===== config.mk =====
export PLATFORM = sky130hd
export DESIGN_NAME = irq_ctrl_flat
export DESIGN_NICKNAME = d
export VERILOG_FILES = /design/src/rtl/irq_pkg.sv /design/src/rtl/irq_ctrl_if.sv /design/src/rtl/irq_sync_edge.sv /design/src/rtl/irq_ctrl.sv /design/src/flat_wrapper.sv
export SDC_FILE = /design/constraint.sdc
export NUM_CORES = 1
export LEC_CHECK = 0
export ABC_AREA = 1
export CELL_PAD_IN_SITES_DETAIL_PLACEMENT = 1
export CELL_PAD_IN_SITES_GLOBAL_PLACEMENT = 1
export CORE_MARGIN = 3
export CORE_UTILIZATION = 30
export DETAILED_ROUTE_END_ITERATION = 8
export GPL_ROUTABILITY_DRIVEN = 0
export GPL_TIMING_DRIVEN = 0
export PLACE_DENSITY = 0.9
export SYNTH_ARGS = -nofsm -noshare
export SYNTH_HDL_FRONTEND = slang
export SYNTH_SLANG_ARGS = --single-unit

===== constraint.sdc =====
create_clock -name clk -period 1.48 [get_ports clk]
set_clock_uncertainty 0.1 [all_clocks]
set_input_delay 0.444 -clock clk [delete_from_list [all_inputs] [get_ports clk]]
set_output_delay 0.444 -clock clk [all_outputs]
set_load 0.02 [all_outputs]

===== src/rtl/irq_pkg.sv =====
// Shared definitions for the interrupt controller: FSM encoding,
// register window addresses and STATUS field positions.
package irq_pkg;

    typedef enum logic [1:0] {
        IDLE    = 2'd0,
        REQ     = 2'd1,
        SERVICE = 2'd2
    } state_t;

    localparam logic [1:0] REG_PENDING = 2'd0;
    localparam logic [1:0] REG_MASK    = 2'd1;
    localparam logic [1:0] REG_STATUS  = 2'd2;
    localparam logic [1:0] REG_RAW     = 2'd3;

    localparam int STAT_STATE_HI = 31;
    localparam int STAT_STATE_LO = 30;
    localparam int STAT_IN_SVC   = 29;

endpackage


===== src/rtl/irq_ctrl_if.sv =====
// Register bus plus CPU request/acknowledge handshake of the interrupt controller.
interface irq_ctrl_if #(
    parameter int VEC_W = 5
);
    logic             we_i;
    logic [1:0]       addr_i;
    logic [31:0]      wdata_i;
    logic [31:0]      rdata_o;
    logic             Ireq;
    logic             Iack;
    logic [VEC_W-1:0] vec_o;

    modport master (
        output we_i, addr_i, wdata_i, Iack,
        input  rdata_o, Ireq, vec_o
    );

    modport slave (
        input  we_i, addr_i, wdata_i, Iack,
        output rdata_o, Ireq, vec_o
    );
endinterface


===== src/rtl/irq_sync_edge.sv =====
// One interrupt channel: multi-flop synchroniser followed by a rising-edge detector.
module irq_sync_edge #(
    parameter int SYNC_STAGES = 2
) (
    input  logic clk,
    input  logic rst,
    input  logic src,
    output logic level,
    output logic rise
);

    logic [SYNC_STAGES-1:0] chain;
    logic                   prev;

    always_ff @(posedge clk) begin
        if (rst) begin
            chain <= '0;
            prev  <= 1'b0;
        end else begin
            chain <= {chain[SYNC_STAGES-2:0], src};
            prev  <= chain[SYNC_STAGES-1];
        end
    end

    assign level = chain[SYNC_STAGES-1];
    assign rise  = level & ~prev;

endmodule


===== src/rtl/irq_ctrl.sv =====
// Multi-channel interrupt controller: pending/mask registers, fixed priority
// (index 0 highest) and a registered Ireq/Iack handshake with latched vector.
//
// state   | meaning
// IDLE    | no request outstanding; arbitrates eligible channels
// REQ     | Ireq high, vec_o frozen, waiting for Iack
// SERVICE | CPU handling vec_o; waits for EOI write to STATUS
module irq_ctrl
    import irq_pkg::*;
#(
    parameter int                 NUM_IRQ     = 8,
    parameter logic [NUM_IRQ-1:0] EDGE_MASK   = {NUM_IRQ{1'b1}},
    parameter int                 SYNC_STAGES = 2,
    parameter int                 VEC_W       = 5
) (
    input  logic               clk,
    input  logic               rst,
    input  logic [NUM_IRQ-1:0] irq_i,
    irq_ctrl_if.slave          bus
);

    logic [NUM_IRQ-1:0] synced;
    logic [NUM_IRQ-1:0] rise;
    logic [NUM_IRQ-1:0] set_vec;
    logic [NUM_IRQ-1:0] pending;
    logic [NUM_IRQ-1:0] mask;
    logic [NUM_IRQ-1:0] eligible;
    logic [NUM_IRQ-1:0] w1c_clr;
    logic [NUM_IRQ-1:0] ack_clr;
    logic               wr_pending;
    logic               wr_mask;
    logic               eoi;
    logic               ack_take;
    state_t             state;
    logic               ireq_q;
    logic               in_service;
    logic [VEC_W-1:0]   vec_q;
    logic [31:0]        rdata;

    for (genvar ch = 0; ch < NUM_IRQ; ch++) begin : g_chan
        irq_sync_edge #(
            .SYNC_STAGES (SYNC_STAGES)
        ) u_sync (
            .clk   (clk),
            .rst   (rst),
            .src   (irq_i[ch]),
            .level (synced[ch]),
            .rise  (rise[ch])
        );
        assign set_vec[ch] = EDGE_MASK[ch] ? rise[ch] : synced[ch];
    end

    function automatic logic [VEC_W-1:0] prio_enc(input logic [NUM_IRQ-1:0] req);
        logic [VEC_W-1:0] idx;
        idx = '0;
        for (int i = NUM_IRQ - 1; i >= 0; i--) begin
            if (req[i]) idx = VEC_W'(i);
        end
        return idx;
    endfunction

    assign wr_pending = bus.we_i && (bus.addr_i == REG_PENDING);
    assign wr_mask    = bus.we_i && (bus.addr_i == REG_MASK);
    assign eoi        = bus.we_i && (bus.addr_i == REG_STATUS);
    assign ack_take   = (state == REQ) && bus.Iack;
    assign eligible   = pending & mask;

    assign w1c_clr = wr_pending ? bus.wdata_i[NUM_IRQ-1:0] : '0;
    // Level channels keep their pending bit until software clears it.
    assign ack_clr = ack_take ? (({{(NUM_IRQ-1){1'b0}}, 1'b1} << vec_q) & EDGE_MASK) : '0;

    always_ff @(posedge clk) begin
        if (rst) begin
            pending <= '0;
            mask    <= '0;
        end else begin
            pending <= (pending & ~w1c_clr & ~ack_clr) | set_vec;
            if (wr_mask) mask <= bus.wdata_i[NUM_IRQ-1:0];
        end
    end

    always_ff @(posedge clk) begin
        if (rst) begin
            state      <= IDLE;
            ireq_q     <= 1'b0;
            vec_q      <= '0;
            in_service <= 1'b0;
        end else begin
            case (state)
                IDLE: begin
                    if (|eligible) begin
                        state  <= REQ;
                        ireq_q <= 1'b1;
                        vec_q  <= prio_enc(eligible);
                    end
                end
                REQ: begin
                    // Held regardless of later clear/mask; only Iack releases it.
                    if (bus.Iack) begin
                        state      <= SERVICE;
                        ireq_q     <= 1'b0;
                        in_service <= 1'b1;
                    end
                end
                SERVICE: begin
                    if (eoi) begin
                        state      <= IDLE;
                        in_service <= 1'b0;
                    end
                end
                default: begin
                    state      <= IDLE;
                    ireq_q     <= 1'b0;
                    in_service <= 1'b0;
                end
            endcase
        end
    end

    always_comb begin
        rdata = '0;
        case (bus.addr_i)
            REG_PENDING: rdata[NUM_IRQ-1:0] = pending;
            REG_MASK:    rdata[NUM_IRQ-1:0] = mask;
            REG_STATUS: begin
                rdata[STAT_STATE_HI:STAT_STATE_LO] = state;
                rdata[STAT_IN_SVC]                 = in_service;
                rdata[VEC_W-1:0]                   = vec_q;
            end
            REG_RAW:     rdata[NUM_IRQ-1:0] = synced;
            default:     rdata = '0;
        endcase
    end

    assign bus.rdata_o = rdata;
    assign bus.Ireq    = ireq_q;
    assign bus.vec_o   = vec_q;

endmodule


===== src/flat_wrapper.sv =====
// flat-port wrapper written by rule: the top's interface ports become plain ports
module irq_ctrl_flat import irq_pkg::*;
#(
    parameter int                 NUM_IRQ     = 8,
    parameter logic [NUM_IRQ-1:0] EDGE_MASK   = {NUM_IRQ{1'b1}},
    parameter int                 SYNC_STAGES = 2,
    parameter int                 VEC_W       = 5
)
  (clk, rst, irq_i, bus_we_i, bus_addr_i, bus_wdata_i, bus_Iack, bus_rdata_o, bus_Ireq, bus_vec_o);
  irq_ctrl_if #(.VEC_W(VEC_W)) bus_i ();
  input  logic clk;
  input  logic rst;
  input  logic [NUM_IRQ-1:0] irq_i;
  input wire logic [$bits(bus_i.we_i)-1:0] bus_we_i;
  input wire logic [$bits(bus_i.addr_i)-1:0] bus_addr_i;
  input wire logic [$bits(bus_i.wdata_i)-1:0] bus_wdata_i;
  input wire logic [$bits(bus_i.Iack)-1:0] bus_Iack;
  output wire logic [$bits(bus_i.rdata_o)-1:0] bus_rdata_o;
  output wire logic [$bits(bus_i.Ireq)-1:0] bus_Ireq;
  output wire logic [$bits(bus_i.vec_o)-1:0] bus_vec_o;
  assign bus_i.we_i = bus_we_i;
  assign bus_i.addr_i = bus_addr_i;
  assign bus_i.wdata_i = bus_wdata_i;
  assign bus_i.Iack = bus_Iack;
  assign bus_rdata_o = bus_i.rdata_o;
  assign bus_Ireq = bus_i.Ireq;
  assign bus_vec_o = bus_i.vec_o;
  irq_ctrl #(.NUM_IRQ(NUM_IRQ), .EDGE_MASK(EDGE_MASK), .SYNC_STAGES(SYNC_STAGES), .VEC_W(VEC_W)) u_core (.clk(clk), .rst(rst), .irq_i(irq_i), .bus(bus_i));
endmodule

### Word-level counts from Yosys, hierarchy flattened

Cells that the tools add are included.

* register bits after elaboration: 49
* input bits: 46
* output and inout port bits: 38
* logic and storage cells: 89

* equality and inequality tests: 8
* shifts and indexed selects: 1
* mux-type cells: 23
* bitwise gates (word level): 24
* reductions and logical operators: 11

Operator list (number)
* 3-bit 2-to-1 mux: 9
* 8-bit AND: 3
* 5-bit case mux with 4 select lines: 1
* 8-bit 2-to-1 mux: 2
* 8-bit NOT: 2
* 1-bit NOT: 10
* 3-bit case mux with 3 select lines: 1
* 3-bit AND reduction: 3
* 1-bit AND: 8
* 8-bit OR: 1
* 8-bit OR reduction: 1
* 1-bit by 5-bit left shift with 8-bit output (first input constant): 1
* 2-bit equality test (second input constant): 3
* 2-bit 2-to-1 mux: 3
* 1-bit case mux with 3 select lines: 2
* 2-bit case mux with 3 select lines: 1
* 2-bit by 1-bit equality test with 1-bit output (second input constant): 2
* 1-bit logical AND: 4
* 2-bit zero test: 2
* 1-bit 2-to-1 mux: 4
* 2-bit by 1-bit != test with 1-bit output (second input constant): 2
* 2-bit != test (second input constant): 1
* 2-bit AND reduction: 1

### Depth between registers and ports, before layout

* depth after elaboration: 9
* gate-level depth with buffers: 10
* depth with buffers taken out: 10

### Hierarchy

Synthesis repeated with hierarchy kept, for this count alone.

* cell total of the unflattened synthesis: 292
* area total of the unflattened synthesis: 2102.0 um^2

By module, submodules not included
* irq_ctrl: times used 1, cells an instance 212, area an instance 1411.4 um^2
* irq_sync_edge: times used 8, cells an instance 10, area an instance 86.3 um^2

### Worst setup path before layout

OpenSTA, ideal clock, no wires.

* kind: input port to output port
* start point: input port bus_addr_i[1]
* end point: output port bus_rdata_o[0]
* arrival time: 1054 ps
* required time: 936 ps
* path slack: -118 ps
* stages on the path: 3
* cells stage by stage: nor2_1 -> nand2_1 -> o2111ai_1

* cells in the longest elaborated chain, start to end: 2
* elaborated cells on any way between the ends: 5

Ends and longest elaborated chain
* start: declaration: RTL line flat_wrapper.sv:15 `input wire logic [$bits(bus_i.addr_i)-1:0] bus_addr_i;`
* 2-bit equality test (tied with other cells): RTL line irq_ctrl.sv:122 `case (bus.addr_i)`
* 5-bit case mux with 4 select lines *: RTL line irq_ctrl.sv:122
* end: declaration: RTL line flat_wrapper.sv:18 `output wire logic [$bits(bus_i.rdata_o)-1:0] bus_rdata_o;`

Mark *: on every way between the ends. The rest lies on a longest branch, timed or not.

### Final worst setup path

* start point: input port bus_addr_i[1]
* end point: output port bus_rdata_o[7]

* cells in the longest elaborated chain, start to end: 2
* elaborated cells on any way between the ends: 4

Ends and longest elaborated chain (RTL line)
* 2-bit equality test (tied with other cells): irq_ctrl.sv:122
* 3-bit case mux with 3 select lines *: irq_ctrl.sv:122

Marks and branches as above.

==> results.yml <==
place:
  dp_slack_ps: -1590
  dp_hpwl_um: 4480
  place.detailed.instances: 411
  placed_area_um2: 2660
  portBuffers: 34
sta:
  timing_hold_violations_final: 0
  finalSetupTns_ps: -2280
  clock.fmax_ghz: 0.560
  timing.slew.headroom: 0.584
  drv_slew: 0
  layout_setup_ws_ps: -304
  finalWorstPathRequiredPeriod_ps: 1780
  unrepaired_setup_endpoints_after_global_routing: "yes"
  final_setup_violations: 11
  timing.final.crit_share: 1.21
  hold-worst-slack_ps: 309
  max_slew.worst_pin.slew_ps: 623
yosys:
  adder_cell_fraction_of_synth_area: 0
  simple_gate_portion_of_the_synthesized_area: 0.257
  yosys_register_bits: 47
  yosys_warnings: 0
  yosys-mux-area-fraction: 0
  xor_xnor_share_of_the_synthesized_area: 0
  netlist.area_leader.share: 0.453
  synth_top_family_by_area: "simple AND/OR/NAND/NOR gates"
  synthArstFlopShare: 0
  ys_seq_area_frac: 0.453
  ys_types: 22
  post-synth-top-area-cell: "dfxtp_1"
  most_frequent_cell_after_synthesis: "nand2_1"
  edff_count_synth: 0
  synth_cells: 278
  synth-compound-area-share: 0.119
  syn_area_um2: 2080
  netlist_top_cells_area: "dfxtp_1 (45%), nand2_1 (11%), buf_4 (8.3%), inv_1 (6.5%), nor2_1 (6.3%)"
  mean_syn_cell_area_um2: 7.48
  synth.cells.most_frequent: "nand2_1 (59), dfxtp_1 (47), inv_1 (36)"
  synthFlopType: "dfxtp_1"
worst_setup_path:
  critical_path_arrival_ps: 1240
  path_max_fanout: 5
  r2r_cells: 8
  crit_path_end_kind: "output port"
  crit_type: "in2out"
  crit_path_required_time_ps: 940
  critPathLaunchType: "input pin"
clock_tree:
  clock-root-buffer: "clkbuf_8"
  clock_latency_at_the_later_pin_of_the_worst_skew_pair_ps: 310
  sink_count_of_the_clock_tree: 47
  cts.clk_slew.worst_paths_ps: 90
  tritoncts.num_buffers: 5
  cts-root-to-sink-buffers: 2
  tritoncts: "yes"
  cts.hold.buffers_added: 0
  number_of_levels_the_h_tree_was_split_into: 2
flow_run:
  max_cap_violations: 0
detailed_routing:
  drt_drc_violations_left: 0
  postRouteWirelength_um: 6590
  via_count: 2095
  route.detailed.vias_per_inst: 4.83
  routedWlPerCell_um: 15.2
  postRouteAntennaNets: 0
  dr.first_iter.drc_count: 119
  drt_first_pass_iters: 4
die:
  core_region_area_um2: 6530
  placementRows: 29
  design.portCount: 84
  dieWidth_um: 89.2
  die_h_um: 89.2
  die_area_um2: 7960
  start_util: 0.318
global_routing:
  grt_overflow_total: 0
  global_route.usage.total: 0.170
  grt_first_pass_wirelength_um: 10200
  first_global_vias: 2089
  grt_start_max_net_pins: 16
  initial_antenna_violation_count: 0
layout:
  final_nets: 402
  areaGrowthSynthToFinish_pct: 49.1
  layoutNonFillerInstCount: 434
  finalInstanceArea_um2: 3100
  drive_gt1_frac: 0.303
  antenna_cells: 0
  fin_util: 0.474
pwr:
  p_leak_nw: 1.38
  fin_total_pwr_mw: 2.80
  ir_drop_v: 0.000500
  power.density_cell_area_nw_per_um2: 904
status:
  outcome: "finished, violations left"
  violations: "negative setup slack"
hold_path:
  hold_path.class: "reg2reg"
  min_path_cells: 2
worst max-delay path: stages:
cell and delay [ps]:
buf_12 110, nor2_4 200, buf_12 150, nand2_1 50, o211ai_1 100, buf_4 180
flip-flops by register name (all words and copies together), names as in the netlist:
register and flops:
u_core.pending 8, u_core.g_chan.u_sync.prev 8, u_core.in_service 1, u_core.g_chan.u_sync.chain 16
u_core.state 2, u_core.bus.vec_o 3, u_core.mask 8, u_core.bus.Ireq 1
final cells by class:
cell class	count	area, um^2
Buffer	31	213
Clock buffer	5	68.8
Clock inverter	3	43.8
Fill cell	789	3430
Inverter	37	159
Multi-Input combinational cell	185	1060
Sequential cell	47	961
Tap cell	77	96.3
Timing Repair Buffer	49	500
cell families (layout without fill, tap and decap cells):
logic type | after synthesis | after routing
AO/OA/AOI/OAI | 38 | 38
other | 1 | 23
AND/OR/NAND/NOR | 124 | 124
buffers and inverters | 68 | 125
flip-flops | 47 | 47
per-layer routing:
metal,routed length [um],track usage,up-vias
met1,2610,0.190,1005
met2,3470,0.324,67
met4,121,0.0433,0
met3,386,0.0359,14
li1,-,-,1009
met5,0,0,-
cell usage in the layout (no fill, tap or decap), drive strengths merged:
master,instances
clkinv,2
dfxtp,47
bufinv,1
buf,58
o211ai,6
o2111ai,3
a21oi,14
nor2,36
nor4,8
conb,23
clkdlybuf4s50,16
inv,37
nor3,1
nand3b,1
dlymetal6s2s,1
nand3,18
o21ai,6
clkbuf,10
o32ai,8
nand2,60
a31oi,1
path summary, 6_finish.rpt:
| check | to | from | slack, ps |
|---|---|---|---|
| max | bus_rdata_o[7] | bus_addr_i[1] | -300 |
| min | u_core.g_chan[4].u_sync.chain[1]$_SDFF_PP0_ | u_core.g_chan[4].u_sync.chain[0]$_SDFF_PP0_ | 310 |
| max reg2reg | u_core.bus.vec_o[0]$_SDFFE_PP0P_ | u_core.pending[3]$_SDFF_PP0_ | 120 |
| min reg2reg | u_core.g_chan[4].u_sync.chain[1]$_SDFF_PP0_ | u_core.g_chan[4].u_sync.chain[0]$_SDFF_PP0_ | 310 |
where the power goes:
group	switching, mW	internal (mW)
clock	0.462	0.503
sequential	0.0406	1.31
combinational	0.268	0.213
total	0.770	2.03
repair_timing:
| action | 4_1_cts | 5_1_grt |
|---|---|---|
| pin swaps | 9 | 8 |
| endpoints found under the setup margin | 33 | 19 |
| gates resized for setup | 129 | 27 |
| buffers inserted | 8 | 6 |
| cloned | 1 | 0 |
Note: power is estimated with default switching activity, not from simulation.
==> RTL edit (same settings) <==
`NUM_IRQ` is set to 8 in 2 places; all go to 16.
--- a/src/rtl/irq_ctrl.sv
+++ b/src/rtl/irq_ctrl.sv
@@ -8,7 +8,7 @@
 module irq_ctrl
     import irq_pkg::*;
 #(
-    parameter int                 NUM_IRQ     = 8,
+    parameter int                 NUM_IRQ     = 16,
     parameter logic [NUM_IRQ-1:0] EDGE_MASK   = {NUM_IRQ{1'b1}},
     parameter int                 SYNC_STAGES = 2,
     parameter int                 VEC_W       = 5
--- a/src/flat_wrapper.sv
+++ b/src/flat_wrapper.sv
@@ -1,7 +1,7 @@
 // flat-port wrapper written by rule: the top's interface ports become plain ports
 module irq_ctrl_flat import irq_pkg::*;
 #(
-    parameter int                 NUM_IRQ     = 8,
+    parameter int                 NUM_IRQ     = 16,
     parameter logic [NUM_IRQ-1:0] EDGE_MASK   = {NUM_IRQ{1'b1}},
     parameter int                 SYNC_STAGES = 2,
     parameter int                 VEC_W       = 5
Ports: changed (resized irq_i); port bits go from 84 to 92. The function was not compared with the original's and may differ.
==> RTL edit against the original RTL <==
  * The flow still finishes with violations (setup timing)
  * Core utilization rose by 3.3 points
  * Cell area rose by 90%
  * Setup slack got worse by 0.093 ns
  * Clock power rose to 2.6 times the old value
  * Power up 120%
  * Critical path depth unchanged
  * Sequential cell count rose by 41
  * Routed wire length increased by 140%
  * Non-clock buffer count up 30
  * Synthesized area up 75%
  * Largest cell class unchanged
  * Highest routed layer unchanged
==> RTL edit: results (changes against the original RTL) <==
#MultiIn Comb 312 (+69%); placed cells 709 (+73%); met1 WL 5790 um (+120%); Seq/Total Area, Yosys 0.485 (+0.0326); Detailed Routing Iterations Pass 1 5 (+1); Clock buffers and inverters, area share 0.0544 (+0.0180); dpl cell area 4770 sq um (+80%); Tot GR Track Use 0.212 (+0.0416); final setup TNS -9.11 ns (-6.83 ns); # setup viols final 36 (+25); routed length per instance 21.1 um (+39%); Buffers, non-clock 110 (+38%); #FFs+latches synth 88 (+87%); Mapped Cells 494 (+78%); WL met2 8000 um (+130%); Yosys cell types 28 (+27%); P_leak 2.66 nW (+93%); largest net degree at the start of global routing 15 (-1); Hold Crit Start rst; fraction of area in multi-input gates 0.360 (+0.0191); Setup WS pre-CTS -1.51 ns (+0.0870 ns); CTS HTree Levels 3 (+1); Clock Tree Root clkbuf_16; R2R Setup Slk -0.27 ns (-0.39 ns); half-perimeter wire length after placement 8940 um (+99%); Clock transition at path regs 0.06 ns (-0.03 ns); worst-margin pin slew 0.862 ns (+0.238 ns); first-pass GRT wire length 21,600 um (+110%); synth top area cells dfxtp_1, nand2_1, nor2_1; Hold EP u_core.in_service$_SDFFE_PP0P_; failing checks setup timing; crit-path max FO 4 (-1); outcome finished with violations; Min Hold Slack 0.234 ns (-0.0743 ns); Final nets 653 (+62%); total vias in the final route 3,952 (+89%); critical path's largest stage delay 0.24 ns (+0.04 ns); area growth from synthesis to layout 62.2%; port bufs 59 (+74%); final worst slack -0.398 ns (-0.0934 ns); starting DRC count in detailed routing 237 (+99%); buffering overhead 0.192 (-0.0379)
RTL edit: changes by cell type after synthesis, sizes merged, moves of 11 or more:
cell	unedited run	this run
a31oi	1	15
dfxtp	47	88
inv	37	76
nand2	60	109
nand3	18	7
nor2	36	95
o221ai	0	12
RTL edit: kinds of logic (layout without fill, tap and decap cells):
| kind of cell | count (synthesis) | after routing | synth area share |
|---|---|---|---|
| simple gates | 221 | 221 | 0.246 |
| buf+inv | 107 | 203 | 0.132 |
| flops | 88 | 88 | 0.485 |
| compound gates | 77 | 77 | 0.135 |
| other cells | 1 | 14 | 0.00103 |
RTL edit: repair_timing:
item	CTS	global route
gates cloned	4	1
buffers inserted	14	3
pin swaps	14	22
gates resized for setup	216	110
endpoints found under the setup margin	59	48
RTL edit: power by group:
part	internal (mW)	switching, mW	leakage [nW]
sequential	2.48	0.107	0.736
combinational	0.434	0.597	1.77
clock	1.52	0.986	0.155
